--- src/rtl/jtag_tap_ctrl.sv ---
// rtl/jtag_tap_ctrl.sv - IEEE 1149.1 TAP controller: state machine, IR, decode, TDO mux.
// Define TAP_IDCODE_EN to add the 32-bit IDCODE register (opcode all-ones minus one).
module jtag_tap_ctrl #(
  parameter int          IR_WIDTH     = 4,
  parameter int          NUM_TDR      = 4,
  parameter logic [31:0] IDCODE_VALUE = 32'h0000_0001
) (
  input  logic                TCLK,
  input  logic                TRESETN,
  input  logic                TMS,
  input  logic                TDI,
  output logic                TDO,
  output logic                TDO_EN,
  output logic                CaptureDR,
  output logic                ShiftDR,
  output logic                UpdateDR,
  output logic [NUM_TDR-1:0]  TDR_EN,
  input  logic [NUM_TDR-1:0]  TDR_SO,
  output logic [IR_WIDTH-1:0] IR
);

  typedef enum logic [3:0] {
    TLR, RTI, SEL_DR, CAP_DR, SH_DR, EX1_DR, PAUSE_DR, EX2_DR, UPD_DR,
    SEL_IR, CAP_IR, SH_IR, EX1_IR, PAUSE_IR, EX2_IR, UPD_IR
  } state_t;

  localparam logic [IR_WIDTH-1:0] OP_BYPASS  = '1;
  localparam logic [IR_WIDTH-1:0] IR_CAPTURE = IR_WIDTH'(1);
`ifdef TAP_IDCODE_EN
  localparam logic [IR_WIDTH-1:0] OP_IDCODE   = OP_BYPASS - IR_WIDTH'(1);
  localparam logic [IR_WIDTH-1:0] RESET_INSTR = OP_IDCODE;
`else
  localparam logic [IR_WIDTH-1:0] RESET_INSTR = OP_BYPASS;
`endif

  state_t                state_q, state_d;
  logic [IR_WIDTH-1:0]   ir_shift_q, ir_shift_d;
  logic [IR_WIDTH-1:0]   ir_q, ir_d;
  logic                  bypass_q, bypass_d;
  logic                  tdo_q, tdo_d;
  logic                  tdo_en_q, tdo_en_d;
  logic [NUM_TDR-1:0]    tdr_en;
  logic                  sel_idcode;
  logic                  idcode_so;

  always_ff @(posedge TCLK or negedge TRESETN) begin
    if (!TRESETN) state_q <= TLR;
    else          state_q <= state_d;
  end

  always_comb begin
    state_d = state_q;
    case (state_q)
      TLR:      state_d = TMS ? TLR    : RTI;
      RTI:      state_d = TMS ? SEL_DR : RTI;
      SEL_DR:   state_d = TMS ? SEL_IR : CAP_DR;
      CAP_DR:   state_d = TMS ? EX1_DR : SH_DR;
      SH_DR:    state_d = TMS ? EX1_DR : SH_DR;
      EX1_DR:   state_d = TMS ? UPD_DR : PAUSE_DR;
      PAUSE_DR: state_d = TMS ? EX2_DR : PAUSE_DR;
      EX2_DR:   state_d = TMS ? UPD_DR : SH_DR;
      UPD_DR:   state_d = TMS ? SEL_DR : RTI;
      SEL_IR:   state_d = TMS ? TLR    : CAP_IR;
      CAP_IR:   state_d = TMS ? EX1_IR : SH_IR;
      SH_IR:    state_d = TMS ? EX1_IR : SH_IR;
      EX1_IR:   state_d = TMS ? UPD_IR : PAUSE_IR;
      PAUSE_IR: state_d = TMS ? EX2_IR : PAUSE_IR;
      EX2_IR:   state_d = TMS ? UPD_IR : SH_IR;
      UPD_IR:   state_d = TMS ? SEL_DR : RTI;
      default:  state_d = TLR;
    endcase
  end

  // Opcodes below NUM_TDR select a TDR; everything else leaves TDR_EN clear.
  always_comb begin
    tdr_en = '0;
    for (int k = 0; k < NUM_TDR; k++) tdr_en[k] = (ir_q == IR_WIDTH'(k));
  end

`ifdef TAP_IDCODE_EN
  logic [31:0] idcode_q, idcode_d;

  assign sel_idcode = (ir_q == OP_IDCODE);
  assign idcode_so  = idcode_q[0];

  always_comb begin
    idcode_d = idcode_q;
    if (state_q == CAP_DR)                  idcode_d = IDCODE_VALUE;
    else if (state_q == SH_DR && sel_idcode) idcode_d = {TDI, idcode_q[31:1]};
  end

  always_ff @(posedge TCLK or negedge TRESETN) begin
    if (!TRESETN) idcode_q <= IDCODE_VALUE;
    else          idcode_q <= idcode_d;
  end
`else
  logic unused_idcode;

  assign sel_idcode    = 1'b0;
  assign idcode_so     = 1'b0;
  assign unused_idcode = ^IDCODE_VALUE;
`endif

  always_comb begin
    ir_shift_d = ir_shift_q;
    bypass_d   = bypass_q;
    if (state_q == CAP_IR)     ir_shift_d = IR_CAPTURE;
    else if (state_q == SH_IR) ir_shift_d = {TDI, ir_shift_q[IR_WIDTH-1:1]};
    if (state_q == CAP_DR)     bypass_d = 1'b0;
    else if (state_q == SH_DR && !(|tdr_en) && !sel_idcode) bypass_d = TDI;
  end

  always_ff @(posedge TCLK or negedge TRESETN) begin
    if (!TRESETN) begin
      ir_shift_q <= '0;
      bypass_q   <= 1'b0;
    end else begin
      ir_shift_q <= ir_shift_d;
      bypass_q   <= bypass_d;
    end
  end

  // Falling-edge side: instruction update and TDO retiming.
  always_comb begin
    ir_d     = ir_q;
    tdo_d    = 1'b0;
    tdo_en_d = 1'b0;
    if (state_q == TLR)         ir_d = RESET_INSTR;
    else if (state_q == UPD_IR) ir_d = ir_shift_q;
    if (state_q == SH_IR) begin
      tdo_d    = ir_shift_q[0];
      tdo_en_d = 1'b1;
    end else if (state_q == SH_DR) begin
      tdo_en_d = 1'b1;
      if (|tdr_en)         tdo_d = |(TDR_SO & tdr_en);
      else if (sel_idcode) tdo_d = idcode_so;
      else                 tdo_d = bypass_q;
    end
  end

  always_ff @(negedge TCLK or negedge TRESETN) begin
    if (!TRESETN) begin
      ir_q     <= RESET_INSTR;
      tdo_q    <= 1'b0;
      tdo_en_q <= 1'b0;
    end else begin
      ir_q     <= ir_d;
      tdo_q    <= tdo_d;
      tdo_en_q <= tdo_en_d;
    end
  end

  assign CaptureDR = (state_q == CAP_DR);
  assign ShiftDR   = (state_q == SH_DR);
  assign UpdateDR  = (state_q == UPD_DR);
  assign TDR_EN    = tdr_en;
  assign IR        = ir_q;
  assign TDO       = tdo_q;
  assign TDO_EN    = tdo_en_q;

endmodule

--- config.mk ---
export PLATFORM = sky130hd
export DESIGN_NAME = jtag_tap_ctrl
export DESIGN_NICKNAME = d
export VERILOG_FILES = /design/src/rtl/jtag_tap_ctrl.sv
export SDC_FILE = /design/constraint.sdc
export NUM_CORES = 1
export LEC_CHECK = 0
export ABC_AREA = 1
export BUFFER_PORTS_ARGS = -buffer_cell sky130_fd_sc_hd__buf_2
export CAP_MARGIN = 5
export CORE_UTILIZATION = 30
export CTS_CLUSTER_DIAMETER = 120
export DETAILED_ROUTE_END_ITERATION = 10
export PLACE_DENSITY_LB_ADDON = 0.08
export SYNTH_ARGS = -nofsm -noshare
export SYNTH_HDL_FRONTEND = slang
export SYNTH_SLANG_ARGS = --single-unit
--- constraint.sdc ---
create_clock -name TCLK -period 1.3 [get_ports TCLK]
set_input_delay 0.065 -clock TCLK [delete_from_list [all_inputs] [get_ports TCLK]]
set_output_delay 0.065 -clock TCLK [all_outputs]
set_load 0.05 [all_outputs]
# Word level (Yosys, flattened, before mapping)
# Index checks and enable logic that the tools add are counted.
[word_totals]
reg_bits = 15
latch_bits = 0
mem_bits_rw = 0
mem_bits_ro = 0
inputBits = 8
out_inout_bits = 13
wordCells = 61
memories = 0
[op_classes]
n_addsub = 0
multipliers = 0
div = 0
order_cmp = 0
n_eq_ne = 18
shift = 0
n_mux = 24
bitwise_logic = 1
reduce_logical = 12
[ops]
columns = ["operator", "count"]
rows = [
  ["4-bit case mux with 12 select lines", 1],
  ["4-bit == test, second input constant", 8],
  ["4-bit 2-to-1 mux", 8],
  ["4-bit by 2-bit == test with 1-bit output, second input constant", 4],
  ["4-bit by 3-bit == test with 1-bit output, second input constant", 4],
  ["1-bit 2-to-1 mux", 10],
  ["4-bit by 1-bit == test with 1-bit output, second input constant", 2],
  ["4-bit zero test", 2],
  ["4-bit OR reduction", 2],
  ["2-bit 2-to-1 mux", 3],
  ["3-bit 2-to-1 mux", 2],
  ["2-bit nonzero test", 3],
  ["4-bit AND", 1],
  ["2-bit OR reduction", 2],
  ["3-bit OR reduction", 1],
  ["1-bit logical AND", 1],
  ["1-bit zero test", 1],
]

# Longest topological paths before layout
# Gate-level depths: netlist of the first run.
[depth]
depth_word = 6
depth_mapped = 8
ltp_nobuf = 8

==> results of run 1 <==
## timing repair
action                                  4_1_cts  5_1_grt
gates cloned                                  0        0
endpoints found under the setup margin       25       28
gates resized for setup                      76       39
pin swaps                                    17       18
buffers inserted                             14        9
hold endpoints to repair                      9        0
hold buffers                                  1        0
## flip-flops by register name, summed over array words and instances, names as in the netlist
signal,flops
IR,4
ir_shift_q,4
state_q,4
TDO,1
TDO_EN,1
bypass_q,1
## worst max-delay path, stage by stage (launching register included)
cell     delay (ns)
dfstp_4        0.60
inv_1          0.10
nor3_4         0.18
buf_6          0.18
## synthesized netlist by cell type
library cell	instances	share of area
dfrtn_1	2	0.056
nand4_1	3	0.021
a21oi_2	1	0.0098
inv_2	2	0.0084
nand3_1	8	0.045
nor2_1	10	0.042
o21bai_1	1	0.0084
a21oi_1	4	0.022
dfstp_2	4	0.12
nand2_2	2	0.014
nand2_1	38	0.16
o211ai_1	1	0.0084
nor3_1	5	0.028
nor2_2	2	0.014
dfrtp_1	9	0.25
a2bb2oi_1	1	0.0098
nor2_4	1	0.013
inv_1	27	0.11
a22oi_1	3	0.025
o21ai_0	3	0.017
o22ai_1	3	0.021
## metrics by stage
step / util / hold WS (ns) / cell area (um^2) / instances / total power [mW]
floorplan: - / -0.2306 / 982.2 / 130 / 1.589
global placement: 0.4880 / -0.03108 / 1369 / 214 / 2.251
detailed placement: 0.4880 / -0.03064 / 1369 / 214 / 2.270
CTS: 0.6262 / 0.06707 / 1757 / 234 / 3.044
global route: 0.6842 / 0.08274 / 1919 / 237 / 3.624
finish: 0.6842 / 0.06759 / 1919 / 237 / 3.403
## layout make-up
class                   instances  area share
clock buffers                   3     0.01173
clock inverters                 5    0.009778
inverters                      28     0.06649
multi-input cells              86      0.3514
flip-flops and latches         15      0.2034
well taps                      31     0.02021
repair buffers                 69      0.3370
## cell families after synthesis
| family | share of synthesized area |
|---|---|
| compound gates | 0.1212 |
| flops | 0.4234 |
| buf+inv | 0.1212 |
| simple gates | 0.3343 |
## worst paths after layout
path                       slack, ns     startpoint             to
max                            -0.83          IR[0]      TDR_EN[3]
min                             0.07            TDI  ir_shift_q[3]
max reg2reg                    -0.56          IR[2]       bypass_q
min reg2reg                     0.57  ir_shift_q[0]  ir_shift_q[0]
max in group asynchronous       0.22        TRESETN          IR[3]
min in group asynchronous       0.18        TRESETN     state_q[0]
## power by group
| group | internal [mW] | switching, mW |
|---|---|---|
| Combinational | 1.09 | 1.22 |
| Sequential | 0.637 | 0.138 |
| Clock | 0.129 | 0.190 |
## layer usage
layer / part of all wire / vias to the layer above
li1: - / 564
met1: 0.37 / 568
met2: 0.58 / 23
met3: 0.025 / 10
met4: 0.027 / 0
met5: 0 / -
==> results.cfg, run 1 <==
[status]
outcome = finished, violations left
violations = design-rule violations, negative setup slack

[finish]
syn2layout_area_growth_pct = 113.6
num-nets-final = 215
antennaDiodeCount = 0
fillCellCount = 214
drive_above_1_share = 0.6990
seqCellArea_um2 = 390.4
multiInputGateArea_um2 = 674.4
final_common_cell = buf_4
layout_common_cells = buf_4 (33), nand2_1 (20), buf_6 (19)

[timing]
skew_ns = 0.06582
finalSetupViolCount = 23
slew_viol_final = 0
fin_setup_tns_ns = -9.072
slew_headroom = 0.7995
fin_ws_ns = -0.8273
rsz0062_at_grt = true
worst_slew_pin_slew_ns = 0.3008
hold_viol_final = 0

[synth]
ys_warn_count = 0
ys_types = 21
syn_area_um2 = 898.4
synth.net_count = 138
ys_seq_area_frac = 0.4234
synth_seq_cells = 15
syn-instance-count = 130
syn_avg_cell_area_um2 = 6.910

[route]
route.detailed.drc = 4
wire_per_inst_um = 13.23
drtAntennaViolNets = 0
vias = 1165
dr.first_iter.drc_count = 31
wl_um = 3135
routed_via_density = 4.916
first_pass_iters = 7

[cts]
clock_path_buffers = 2
htree_num_levels = 1
clock-sinks = 15
cts_tree = done
path_clk_slew_ns = 0.10
clock_latency_ns = 0.35
cts_root_buf = clkbuf_4
cts_made_buffers = 3

[worst_setup_path]
cp-end-kind = output pin
path_class = reg2out
crit_path_start_kind = flop
crit_required_ns = 1.24
crit_fanout = 3
reg2reg_depth = 7
crit_arrival_ns = 2.06

[power_and_ir_drop]
power.leakage_nw = 1.029
power.density_nw_per_um2 = 1773
ir_worst_vdd_v = 0.001141

[global_route]
grt_pass1_vias = 1204
grt-ovfl-total = 0
use_met2 = 0.4065
met3_usage = 0.02074
grt_usage = 0.2061
grt_pass1_wl_um = 5126
grt_antenna_before_repair = 0
grt_max_degree = 13
grt.busiest_layer = met2
met1_usage = 0.2176

[floorplan]
ios = 21
fp.dieH_um = 56.72
fp.dieW_um = 56.72
die_area_um2 = 3217
num_rows = 19
core_um2 = 2805
start_util = 0.3202

[placed_design]
place.gp.congestion = 0.8589
io_buffers = 20
place_hpwl_um = 2086
pre_cts_ws_ns = -0.5510

[worst_hold_path]
min_path_type = in2reg
whs_path_depth = 3

[run]
cap_violations = 0
Note: power is estimated with default switching activity, not from simulation.
==> run 2, diff against run 1 <==
CORE_UTILIZATION = 45   (was 30)
==> results.cfg, run 2 <==
[status]
outcome = stopped before the end
haltStage = 5_1_grt
error_line = [ERROR DPL-0038] Utilization greater than 100%, impossible to legalize

[synth]
postSynth.asyncResetShare = 1.000
synth_edf_count = 0
synth_top_area_cell = dfrtp_1
netlist_top_cells_count = nand2_1 (38), inv_1 (27), nor2_1 (10)
synth_area_leaders = dfrtp_1 (25%), nand2_1 (16%), dfstp_2 (12%)
syn_area_um2 = 898.4
synth_seq_cells = 15
syn_avg_cell_area_um2 = 6.910
synth_ff_type = dfrtp_1
ys_warn_count = 0
ys_seq_area_frac = 0.4234
synth.most_common_cell = nand2_1
syn-instance-count = 130
synth_top_area_frac = 0.2507
synth.net_count = 138
ys_types = 21

[floorplan]
fp.dieH_um = 46.68
num_rows = 15
fp.dieW_um = 46.68
ios = 21
start_util = 0.4986

[cts]
clock_path_buffers = 2
cts_root_buf = clkbuf_4
htree_num_levels = 1
clock-sinks = 15
cts_made_buffers = 3

[placed_design]
pre_cts_ws_ns = -0.5590
place.gp.congestion = 0.9734
place_hpwl_um = 1961
io_buffers = 20

[timing]
worstEndpointGrtRepair = TDR_EN[1]
worst-ep-kind = primary output

[global_route]
grt_max_degree = 11
[run 2: cell counts after synthesis]
Identical to the previous run, type by type.
[run 2: stage by stage]
step / hold WS (ns) / instances / setup TNS [ns] / instance area, um^2
after floorplan: -0.2306 / 130 / -5.971 / 982.2
after global placement: -0.06282 / 204 / -6.005 / 1331
after detailed placement: -0.06177 / 204 / -6.255 / 1331
after CTS: 0.05723 / 223 / -9.903 / 1732
[run 2: logic make-up after synthesis]
group                  count (synthesis)  synth area share
AND/OR/NAND/NOR                       69            0.3343
flip-flops                            15            0.4234
buffers and inverters                 29            0.1212
AO/OA/AOI/OAI                         17            0.1212
[run 2: repair_timing]
action / in CTS
pin swaps: 10
setup endpoints to repair: 23
resized for setup: 78
hold endpoints to repair: 9
setup buffers: 12
hold buffers: 1
==> run 3, diff against run 2 <==
CORE_AREA = 2 2 63 65   (was not set)
CORE_UTILIZATION = not set   (was 45)
CTS_CLUSTER_DIAMETER = not set   (was 120)
DIE_AREA = 0 0 65 67   (was not set)
PLACE_DENSITY_LB_ADDON = 0.15   (was 0.08)
==> results.cfg, run 3 (synthesis results as in run 1) <==
[timing]
finalSetupViolCount = 26
rsz0062_at_grt = true
fin_ws_ns = -0.7756
hold_viol_final = 0
skew_ns = 0.07302
slew_viol_final = 0
fin_setup_tns_ns = -8.848
slew_headroom = 0.7594
worst_slew_pin_slew_ns = 0.3609

[worst_setup_path]
crit_arrival_ns = 2.01
crit_path_start_kind = flop
cp-end-kind = output pin
path_class = reg2out
crit_required_ns = 1.24
crit_fanout = 3

[run]
cap_violations = 0

[cts]
cts_tree = done
htree_num_levels = 1
path_clk_slew_ns = 0.06
cts_made_buffers = 3
clock_path_buffers = 2
clock_latency_ns = 0.32
cts_root_buf = clkbuf_8
clock-sinks = 15

[floorplan]
fp.dieH_um = 67
die_area_um2 = 4355
num_rows = 22
core_um2 = 3606
ios = 21
start_util = 0.2491
fp.dieW_um = 65

[placed_design]
io_buffers = 20
post-place-cells = 229
place.gp.congestion = 0.8804
pre_cts_ws_ns = -0.5459
place_hpwl_um = 2083

[route]
route.detailed.drc = 0
wire_per_inst_um = 11.24
vias = 1090
dr.first_iter.drc_count = 14
routed_via_density = 4.378
first_pass_iters = 4
drtAntennaViolNets = 0
wl_um = 2800

[power_and_ir_drop]
ir_worst_vdd_v = 0.0007308
power.leakage_nw = 0.9386
power.density_nw_per_um2 = 1765

[status]
outcome = finished, violations left
violations = negative setup slack

[global_route]
grt_max_degree = 16
grt_pass1_wl_um = 4857
grt_antenna_before_repair = 0
met1_usage = 0.1565
grt-ovfl-total = 0
grt.busiest_layer = met2
grt_pass1_vias = 1135
use_met2 = 0.2874
met3_usage = 0.02365
grt_usage = 0.1460

[finish]
num-nets-final = 210
antennaDiodeCount = 0
layout_common_cells = buf_4 (37), nand2_1 (34), inv_1 (21)
final_common_cell = buf_4
utilization = 0.4733
drive_above_1_share = 0.5274
syn2layout_area_growth_pct = 89.97
layoutNonFillerInstCount = 249

[worst_hold_path]
min_path_type = in2reg
## run 3: final timing paths
check / start / end / slack [ns] / cells after the start
max: IR[0] / TDR_EN[3] / -0.78 / 3
max in group asynchronous: TRESETN / IR[0] / 0.14 / 2
max reg2reg: IR[2] / bypass_q / -0.48 / 6
min: TMS / state_q[0] / 0.11 / 3
min reg2reg: ir_shift_q[0] / ir_shift_q[0] / 0.58 / 1
min in group asynchronous: TRESETN / state_q[1] / 0.25 / 2
## run 3: critical path: stages (launching register included)
cell	delay [ns]
dfstp_4	0.60
inv_1	0.10
nor3_4	0.18
buf_6	0.18
## run 3: layout make-up
type,instances,area (um^2)
multi-input combinational,86,519.2
clock buffer,3,41.29
clock inverter,5,20.02
tap,48,60.06
timing repair buffer,64,559.3
fill,367,1899
inverter,28,117.6
sequential,15,389.1
## run 3: repair_timing
item | 4_1_cts | 5_1_grt
hold endpoints to repair | 9 | 0
hold buffers | 1 | 0
pin swaps | 3 | 3
endpoints found under the setup margin | 25 | 28
resized for setup | 44 | 15
buffers inserted | 10 | 5
## run 3: per-stage QoR
stage	area (um^2)	power, mW	hold WS, ns
2_1_floorplan	982.2	1.589	-0.2306
3_3_place_gp	1375	2.221	-0.001708
3_5_place_dp	1375	2.223	-0.0005365
4_1_cts	1662	2.871	0.09325
5_1_grt	1707	3.266	0.1441
6_report	1707	3.011	0.1085
## run 3: layer usage
layer  vias up  wire (um)
li1        557          -
met1       507       1103
met2        24       1588
met3         2         93
met4         0         14
met5         -          0
## run 3: power by group
part / switching, mW / total [mW] / internal (mW)
Clock: 0.204 / 0.433 / 0.229
Sequential: 0.118 / 0.754 / 0.636
Combinational: 0.962 / 1.82 / 0.862
